--- src/rtl/pipe_hazard_ctrl.sv ---
// Hazard controller: shadow EX..WB destinations drive load-use/branch stalls,
// decode-redirect flush, and EX forwarding selects.
module pipe_hazard_ctrl #(
  parameter int REG_AW   = 5,
  parameter int DEPTH    = 3,
  parameter int LOAD_LAT = 1,
  parameter int BR_LAT   = 2,
  parameter int FW       = $clog2(DEPTH)
) (
  input  logic              clk,
  input  logic              reset,
  input  logic              id_valid,
  input  logic [REG_AW-1:0] id_rs1,
  input  logic [REG_AW-1:0] id_rs2,
  input  logic              id_use1,
  input  logic              id_use2,
  input  logic [REG_AW-1:0] id_rd,
  input  logic              id_reg_write,
  input  logic              id_mem_read,
  input  logic              id_branch,
  input  logic              id_redirect,
  input  logic              ext_stall,
  output logic              pc_en,
  output logic              ifid_en,
  output logic              ifid_flush,
  output logic              idex_bubble,
  output logic [FW-1:0]     fwd_a,
  output logic [FW-1:0]     fwd_b,
  output logic [31:0]       stall_cnt
);

  logic [DEPTH:1]    e_valid;
  logic [DEPTH:1]    e_wr;
  logic [DEPTH:1]    e_ld;
  logic [REG_AW-1:0] e_rd [1:DEPTH];
  logic [REG_AW-1:0] e_rs1;
  logic [REG_AW-1:0] e_rs2;

  logic load_use;
  logic br_dep;
  logic hz_stall;

  always_comb begin
    logic hit1;
    logic hit2;
    hit1     = 1'b0;
    hit2     = 1'b0;
    load_use = 1'b0;
    br_dep   = 1'b0;
    for (int j = 1; j <= DEPTH; j++) begin
      hit1 = e_valid[j] && e_wr[j] && id_use1 && (id_rs1 != '0) && (e_rd[j] == id_rs1);
      hit2 = e_valid[j] && e_wr[j] && id_use2 && (id_rs2 != '0) && (e_rd[j] == id_rs2);
      if ((j <= LOAD_LAT) && e_ld[j] && (hit1 || hit2)) load_use = 1'b1;
      if ((j <= BR_LAT) && (hit1 || hit2))             br_dep   = 1'b1;
    end
    load_use = load_use && id_valid;
    br_dep   = br_dep && id_valid && id_branch;
  end

  assign hz_stall = load_use | br_dep;

  // ext_stall freezes everything; otherwise a hazard bubbles EX and suppresses redirect
  always_comb begin
    pc_en       = !ext_stall && !hz_stall;
    ifid_en     = !ext_stall && !hz_stall;
    idex_bubble = !ext_stall && hz_stall;
    ifid_flush  = !ext_stall && !hz_stall && id_valid && id_redirect;
  end

  // Iterate oldest to youngest so the nearest producer overwrites older ones
  always_comb begin
    fwd_a = '0;
    fwd_b = '0;
    for (int k = DEPTH; k >= 2; k--) begin
      if (e_valid[1] && e_valid[k] && e_wr[k]) begin
        if ((e_rs1 != '0) && (e_rd[k] == e_rs1)) fwd_a = FW'(k - 1);
        if ((e_rs2 != '0) && (e_rd[k] == e_rs2)) fwd_b = FW'(k - 1);
      end
    end
  end

  always_ff @(posedge clk) begin
    if (reset) begin
      e_valid <= '0;
    end else if (!ext_stall) begin
      for (int k = 2; k <= DEPTH; k++) begin
        e_valid[k] <= e_valid[k-1];
        e_wr[k]    <= e_wr[k-1];
        e_ld[k]    <= e_ld[k-1];
        e_rd[k]    <= e_rd[k-1];
      end
      e_valid[1] <= id_valid && !hz_stall;
      e_wr[1]    <= id_reg_write && !hz_stall;
      e_ld[1]    <= id_mem_read && !hz_stall;
      e_rd[1]    <= id_rd;
      e_rs1      <= id_rs1;
      e_rs2      <= id_rs2;
    end
  end

  always_ff @(posedge clk) begin
    if (reset) begin
      stall_cnt <= '0;
    end else if (!pc_en && (stall_cnt != 32'hFFFF_FFFF)) begin
      stall_cnt <= stall_cnt + 32'd1;
    end
  end

endmodule
--- config.mk ---
export PLATFORM = sky130hd
export DESIGN_NAME = pipe_hazard_ctrl
export DESIGN_NICKNAME = d
export VERILOG_FILES = /design/src/rtl/pipe_hazard_ctrl.sv
export SDC_FILE = /design/constraint.sdc
export NUM_CORES = 1
export LEC_CHECK = 0
export CORE_AREA = 2 2 75 77
export CTS_BUF_LIST = sky130_fd_sc_hd__clkbuf_4 sky130_fd_sc_hd__clkbuf_8
export CTS_CLUSTER_SIZE = 30
export DETAILED_ROUTE_END_ITERATION = 8
export DIE_AREA = 0 0 77 79
export DONT_BUFFER_PORTS = 1
export PLACE_DENSITY = 0.79
export SLEW_MARGIN = 20
export SYNTH_ARGS = -nofsm -noshare
export SYNTH_HDL_FRONTEND = slang
export SYNTH_SLANG_ARGS = --single-unit
--- constraint.sdc ---
create_clock -name clk -period 8.6 [get_ports clk]
set_clock_uncertainty 0.15 [all_clocks]
set_input_delay 1.72 -clock clk [delete_from_list [all_inputs] [get_ports clk]]
set_output_delay 1.72 -clock clk [all_outputs]
set_load 0.005 [all_outputs]
==> results by group, run 1 <==
Timing
  • Final slew viol count: 0
  • Fmax: 171 MHz
  • Worst max-slew margin expressed relative to the limit: 57.7%
  • Slack of the critical path: 2760 ps
  • Share of the clock period used by the worst path: 67.9%
  • Finish-stage setup viols: 0
  • Worst-margin pin slew: 634 ps
  • Unrepaired setup endpoints after global routing: no
  • Setup TNS: 0 ps
  • Final worst path period need: 5840 ps
  • Number of failing hold endpoints at the final stage: 0

CTS
  • Hold-fix buffer count after cts: 0
  • Latest clock arrival within the worst-skew pair: 330 ps
  • Clock tree from TritonCTS: built
  • Worst-case clock buffer depth: 2
  • Root Buffer: sky130_fd_sc_hd__clkbuf_8
  • Count of clock tree sinks: 64
  • Clock-pin slew reported for the worst setup and hold paths after clock tree synthesis: 70 ps
  • Post-cts sizing count: 0
  • Setup fix buffers added after clock tree synthesis: 0
  • CTS HTree Levels: 3
  • Total CTS buffers: 9

Synthesis
  • Fraction of the yosys area taken by sequential cells: 47.7%
  • Count of warnings emitted by yosys: 0
  • Net count after synthesis: 355
  • Synth cell types: 42
  • Average instance area after synthesis: 10.0 um^2
  • Cell count after synthesis: 329
  • Netlist Area Pre-Place: 0.00329 mm^2
  • Synth Register Bits: 64

Layout
  • Antenna diodes: 0
  • Final core utilization: 66.2%
  • Synthesis-to-finish area growth: 7.37%
  • Top library cells by usage in the layout, fill and taps aside: sky130_fd_sc_hd__dfxtp_1, sky130_fd_sc_hd__xnor2_1, sky130_fd_sc_hd__edfxtp_1
  • Most common cell after layout, fill and taps aside: sky130_fd_sc_hd__dfxtp_1
  • Layout cells sized above 1: 7.36%
  • Number of nets in the layout: 347

Floorplan
  • Core outline area: 0.00534 mm^2
  • Num rows: 27
  • Count of boundary I/O pins: 65
  • Starting Density: 61.7%
  • Vert. Die Dim: 79 um
  • Die area: 0.00608 mm^2
  • Floorplan die width: 77 um

Placement
  • Setup WS pre-CTS: 2760 ps
  • GP Congestion: 0.822
  • Detailed placer's ending HPWL: 4.95 mm
  • IO buf count: 0

Min path
  • Worst hold path startpoint: e_wr[1]
  • Class of the tightest hold or removal check: flop to flop
  • Worst Hold Path EP: e_wr[2]
  • Worst hold path stage count: 0

Detailed routing
  • First-pass iteration count of the detailed router: 4
  • Via Count: 2,526
  • Number of nets with antenna violations after routing: 0
  • Post-route DRC: 0
  • Routed len/inst: 17.6 um
  • Number of design-rule violations left by the first detailed-router iteration: 216
  • Wire length after detailed routing: 7.01 mm
  • Vias/cell: 6.35

Global routing
  • Wire length of the first global-routing pass: 11.5 mm
  • Tot GR Track Use: 24.1%
  • Antenna violations before repair: 0
  • Number of global-route vias before repair: 2,278
  • Largest net degree at the start of global routing: 60
  • Aggregate global routing overflow: 0

Setup path
  • Register-to-Register Path Depth: 8
  • Worst flop-to-flop path startpoint: stall_cnt[7]
  • Reg2reg setup slack: 5350 ps
  • Critical Path Fanout Max: 59
  • Data required, critical path: 6730 ps
  • Class of the most critical setup path: input pin to primary output
  • Crit end category: primary output
  • Kind of start point of the critical path: input pin
  • Reg-to-Reg End: stall_cnt[9]
  • Worst EP arrival: 3970 ps

Run status
  • Run status: complete, no violations

Flow run
  • Number of violations of the max-capacitance limit: 0

Pwr
  • Leakage: 1.10 nW
  • Worst supply voltage drop on vdd: 148 uV
  • Power density over the cells: 184 mW/mm^2
area by class of cell:
class	count	area (um^2)
multi-input combinational	243	1640
clock buffer	9	124
inverter	1	3.75
timing repair buffer	2	15.0
tap	72	90.1
clock inverter	7	96.3
sequential	64	1570
fill	447	1800
synthesized netlist by cell type:
| cell | number | area [um^2] |
|---|---|---|
| sky130_fd_sc_hd__nor3_1 | 5 | 25.0 |
| sky130_fd_sc_hd__or3_1 | 7 | 43.8 |
| sky130_fd_sc_hd__buf_2 | 5 | 25.0 |
| sky130_fd_sc_hd__mux2_1 | 8 | 90.1 |
| sky130_fd_sc_hd__nand4b_1 | 1 | 8.76 |
| sky130_fd_sc_hd__ha_1 | 1 | 12.5 |
| sky130_fd_sc_hd__nand3_1 | 10 | 50.1 |
| sky130_fd_sc_hd__o21ai_0 | 1 | 5.00 |
| sky130_fd_sc_hd__o211a_1 | 1 | 10.0 |
| sky130_fd_sc_hd__o41ai_2 | 1 | 16.3 |
| sky130_fd_sc_hd__o22ai_1 | 1 | 6.26 |
| sky130_fd_sc_hd__inv_1 | 1 | 3.75 |
| sky130_fd_sc_hd__or2_2 | 1 | 6.26 |
| sky130_fd_sc_hd__o31ai_1 | 14 | 105 |
| sky130_fd_sc_hd__o21bai_1 | 2 | 15.0 |
| sky130_fd_sc_hd__mux2i_1 | 2 | 20.0 |
| sky130_fd_sc_hd__xor2_1 | 10 | 87.6 |
| sky130_fd_sc_hd__nand2_1 | 13 | 48.8 |
| sky130_fd_sc_hd__nand2b_1 | 2 | 12.5 |
| sky130_fd_sc_hd__edfxtp_1 | 29 | 871 |
| sky130_fd_sc_hd__clkbuf_1 | 12 | 45.0 |
| sky130_fd_sc_hd__buf_1 | 1 | 3.75 |
| sky130_fd_sc_hd__o21ba_2 | 1 | 10.0 |
| sky130_fd_sc_hd__nor2b_1 | 11 | 68.8 |
| sky130_fd_sc_hd__a311oi_2 | 1 | 15.0 |
| sky130_fd_sc_hd__a21oi_1 | 22 | 110 |
| sky130_fd_sc_hd__dfxtp_1 | 35 | 701 |
| sky130_fd_sc_hd__nor4_1 | 8 | 50.1 |
| sky130_fd_sc_hd__xnor2_1 | 30 | 263 |
| sky130_fd_sc_hd__or4_1 | 19 | 143 |
| sky130_fd_sc_hd__nand3_2 | 1 | 10.0 |
| sky130_fd_sc_hd__nor3b_1 | 2 | 15.0 |
| sky130_fd_sc_hd__and3_1 | 10 | 62.6 |
| sky130_fd_sc_hd__buf_4 | 3 | 22.5 |
| sky130_fd_sc_hd__nor2_1 | 20 | 75.1 |
| sky130_fd_sc_hd__nor4b_1 | 1 | 8.76 |
| sky130_fd_sc_hd__o21ai_1 | 9 | 45.0 |
| sky130_fd_sc_hd__o21a_1 | 1 | 7.51 |
| sky130_fd_sc_hd__nand4_1 | 21 | 131 |
| sky130_fd_sc_hd__and4_1 | 2 | 17.5 |
| sky130_fd_sc_hd__a21boi_0 | 1 | 7.51 |
| sky130_fd_sc_hd__and2_1 | 3 | 18.8 |
routing by layer:
layer / GRT usage (%) / part of all wire, % / vias up
met1: 33.0 / 45 / 1202
met3: 7.73 / 7.5 / 4
met2: 36.5 / 47 / 93
met4: 7.86 / 0.87 / 0
li1: - / - / 1227
met5: 0 / 0 / -
where the power goes:
part	switching (mW)	total, mW	internal, mW
Clock	0.121	0.283	0.163
Combinational	0.0146	0.0299	0.0153
Sequential	0.0105	0.338	0.327
worst max path at each step:
stage / startpoint / to / slack [ps] / cells after the start
final: id_rs2[0] / ifid_flush / 2760 / 8
after global routing: id_rs2[0] / ifid_flush / 2600 / 8
after CTS: id_rs2[0] / ifid_flush / 2760 / 8
after detailed placement: id_rs2[0] / ifid_flush / 2760 / 8
after global placement: id_rs2[0] / ifid_flush / 2800 / 8
after floorplan: id_rs2[0] / ifid_flush / 3070 / 9
state kept, by name, summed over array words and instances, names as in the netlist:
signal and flops:
e_rs2 5, e_rs1 5, e_valid 3, e_rd 15, e_ld 1, e_wr 3, stall_cnt 32
critical path, stage by stage:
cell and delay (ps):
sky130_fd_sc_hd__or4_1 530, sky130_fd_sc_hd__o21ai_1 190, sky130_fd_sc_hd__or4_1 150, sky130_fd_sc_hd__o41ai_2 110, sky130_fd_sc_hd__o211a_1 270, sky130_fd_sc_hd__a311oi_4 250, sky130_fd_sc_hd__buf_4 490, sky130_fd_sc_hd__and3_1 250
logic make-up after synthesis:
family          share of synthesized area (%)
simple gates                             24.2
flops                                    47.7
compound gates                           10.7
xor+xnor                                 10.6
buf+inv                                  3.04
mux                                      3.34
fa+ha+maj                               0.380
stage by stage:
| step | std cells | power (mW) | cell area, um^2 | hold WS [ps] |
|---|---|---|---|---|
| 2_1_floorplan | 329 | 0.371 | 3290 | 274 |
| 3_3_place_gp | 382 | 0.373 | 3320 | 288 |
| 3_5_place_dp | 382 | 0.375 | 3320 | 296 |
| 4_1_cts | 398 | 0.654 | 3540 | 314 |
| 5_1_grt | 398 | 0.673 | 3540 | 324 |
| 6_report | 398 | 0.651 | 3540 | 321 |
(Power assumes the default switching activity.)
==> run 2: changes to the inputs <==
Settings changed: CORE_AREA 2 2 75 77 to 2 2 78 80, DIE_AREA 0 0 77 79 to 0 0 80 82, PLACE_DENSITY 0.79 to 0.76.
Clock period 8.6 ns to 5.3 ns, I/O delays scaled along.
==> results by group, run 2 (synthesized netlist as in run 1, its figures left out) <==
Layout
  • Layout cells sized above 1: 7.32% (was 7.36%)
  • Most common cell after layout, fill and taps aside: sky130_fd_sc_hd__dfxtp_1 (unchanged)
  • Registers with the most flip-flops: stall_cnt x32, e_rd x15 (unchanged)
  • Filler Cell Count: 489 (was 447)
  • Footprint of the flip-flops and latches: 0.00157 mm^2 (unchanged)
  • Top library cells by usage in the layout, fill and taps aside: sky130_fd_sc_hd__dfxtp_1, sky130_fd_sc_hd__xnor2_1, sky130_fd_sc_hd__edfxtp_1 (unchanged)
  • Number of flip-flops under the largest register name: 32 (unchanged)
  • Number of nets in the layout: 349 (was 347)
  • Register bank with the most flops: stall_cnt (unchanged)
  • Antenna diodes: 0 (unchanged)
  • Area taken by multi-input logic gates: 0.00164 mm^2 (unchanged)
  • Number of cells in the finished layout apart from fillers: 403 (was 398)
  • Synthesis-to-finish area growth: 8.36% (was 7.37%)

CTS
  • Count of clock tree sinks: 64 (unchanged)
  • Post-cts sizing count: 0 (unchanged)
  • Worst-case clock buffer depth: 2 (unchanged)
  • Setup fix buffers added after clock tree synthesis: 0 (unchanged)
  • Clock tree from TritonCTS: built (unchanged)
  • Root Buffer: sky130_fd_sc_hd__clkbuf_8 (unchanged)
  • Hold-fix buffer count after cts: 0 (unchanged)
  • Latest clock arrival within the worst-skew pair: 340 ps (was 330 ps)
  • Total CTS buffers: 9 (unchanged)
  • Clock-pin slew reported for the worst setup and hold paths after clock tree synthesis: 60 ps (was 70 ps)
  • CTS HTree Levels: 3 (unchanged)

Timing
  • Number of failing hold endpoints at the final stage: 0 (unchanged)
  • Share of the clock period used by the worst path: 78.0%
  • Final slew viol count: 0 (unchanged)
  • Setup TNS: 0 ps (unchanged)
  • Worst max-slew margin expressed relative to the limit: 58.1% (was 57.7%)
  • Final worst path period need: 4130 ps
  • Fmax: 242 MHz
  • Unrepaired setup endpoints after global routing: no (unchanged)
  • Finish-stage setup viols: 0 (unchanged)
  • Worst-margin pin slew: 627 ps (was 634 ps)

Pwr
  • Power density over the cells: 306 mW/mm^2 (was 184 mW/mm^2)
  • Leakage: 1.13 nW (was 1.10 nW)
  • Worst supply voltage drop on vdd: 184 uV (was 148 uV)

Setup path
  • Crit end category: primary output (unchanged)
  • Critical Path Fanout Max: 17 (was 59)
  • CP bufs+invs: 1 (unchanged)
  • Cell repeated most along the worst path: sky130_fd_sc_hd__or4_1 (unchanged)
  • CP max-delay cell: sky130_fd_sc_hd__or4_1 (unchanged)
  • Class of the most critical setup path: input pin to primary output (unchanged)
  • Category of cells accounting for the largest share of critical-path delay: compound AO/OA/AOI/OAI gates (was simple AND/OR/NAND/NOR gates)
  • Worst EP arrival: 2920 ps (was 3970 ps)
  • Data required, critical path: 4090 ps (was 6730 ps)
  • Kind of start point of the critical path: input pin (unchanged)
  • Series of cell instances along the critical path: or4_1 -> o21ai_1 -> or4_1 -> o41ai_2 -> o211a_1 -> a311oi_4 -> buf_4 (was or4_1 -> o21ai_1 -> or4_1 -> o41ai_2 -> o211a_1 -> a311oi_4 -> buf_4 -> and3_1)
  • Critical Path Max Stage Delay: 520 ps (was 530 ps)
  • Reg2reg setup slack: 2110 ps (was 5350 ps)

Placement
  • GP Congestion: 0.850 (was 0.822)
  • IO buf count: 0 (unchanged)
  • Placed instance count: 387 (was 382)
  • Detailed placer's ending HPWL: 5.04 mm (was 4.95 mm)

Floorplan
  • Starting Density: 57.3% (was 61.7%)
  • Num rows: 28 (was 27)
  • Vert. Die Dim: 82 um (was 79 um)
  • Floorplan die width: 80 um (was 77 um)
  • Core outline area: 0.00575 mm^2 (was 0.00534 mm^2)
  • Count of boundary I/O pins: 65 (unchanged)
  • Die area: 0.00656 mm^2 (was 0.00608 mm^2)

Detailed routing
  • Number of nets with antenna violations after routing: 0 (unchanged)
  • Wire length after detailed routing: 7.01 mm (about the same)
  • Via Count: 2,546 (was 2,526)
  • First-pass iteration count of the detailed router: 4 (unchanged)
  • Number of design-rule violations left by the first detailed-router iteration: 221 (was 216)
  • Post-route DRC: 0 (unchanged)
  • Routed len/inst: 17.4 um (was 17.6 um)
  • Vias/cell: 6.32 (was 6.35)

Global routing
  • Number of global-route vias before repair: 2,271 (was 2,278)
  • Wire length of the first global-routing pass: 11.0 mm (was 11.5 mm)
  • Antenna violations before repair: 0 (unchanged)
  • Largest net degree at the start of global routing: 47 (was 60)
  • Tot GR Track Use: 22.1% (was 24.1%)
  • Aggregate global routing overflow: 0 (unchanged)

Min path
  • Class of the tightest hold or removal check: flop to flop (unchanged)

Run status
  • Run status: complete, no violations (unchanged)

Flow run
  • Number of violations of the max-capacitance limit: 0 (unchanged)
## run 2: changes by cell type in the layout (fill, tap and decap cells not counted)
| cell | before | now |
|---|---|---|
| sky130_fd_sc_hd__buf_4 | 2 | 4 |
| sky130_fd_sc_hd__bufinv_16 | 2 | 3 |
| sky130_fd_sc_hd__clkinv_1 | 0 | 2 |
| sky130_fd_sc_hd__clkinv_4 | 1 | 0 |
| sky130_fd_sc_hd__clkinvlp_4 | 3 | 1 |
## run 2: final timing paths
kind                              startpoint            end  cells past startpoint
worst max-delay path               id_rs2[0]        ifid_en                      7
worst min-delay path                 e_wr[1]        e_wr[2]                      0
worst max register to register  stall_cnt[7]  stall_cnt[17]                      8
worst min register to register       e_wr[1]        e_wr[2]                      0
## run 2: where the power goes
group          internal (mW)  switching (mW)  total, mW
combinational         0.0259          0.0234     0.0492
clock                  0.308           0.186      0.494
sequential             0.531          0.0173      0.549
total                  0.866           0.227       1.09
## run 2: worst reg2reg max path: cells and delay by family, from the launching register on
kind,cells,cell delay (ps)
compound gates,1,60
simple gates,7,2430
flops,1,450
## run 2: area by class of cell
class	count	share of cell area, %
clock buffers	9	3.47
clock inverters	7	3.09
inverters	1	0.105
multi-input cells	243	45.8
flip-flops and latches	64	44.0
well taps	75	2.63
repair buffers	4	0.842
## run 2: metrics by stage
step / utilization [%] / setup WS (ps) / cell area [um^2] / hold WS (ps) / power [mW]
final: 62.1 / 1170 / 3570 / 321 / 1.09
after global routing: 62.1 / 1050 / 3570 / 338 / 1.13
after CTS: 62.1 / 1170 / 3570 / 317 / 1.10
after detailed placement: 58.0 / 1170 / 3330 / 302 / 0.609
after global placement: 58.0 / 1190 / 3330 / 287 / 0.607
after floorplan: - / 1090 / 3290 / 274 / 0.602
## run 2: layer usage
layer	up-vias	part of all wire, %	GRT usage (%)	wire length [um]
li1	1233	-	-	-
met1	1214	43	29.3	3040
met2	92	47	33.3	3310
met3	7	8.5	7.80	598
met4	0	0.93	8.31	65
met5	-	0	0	0
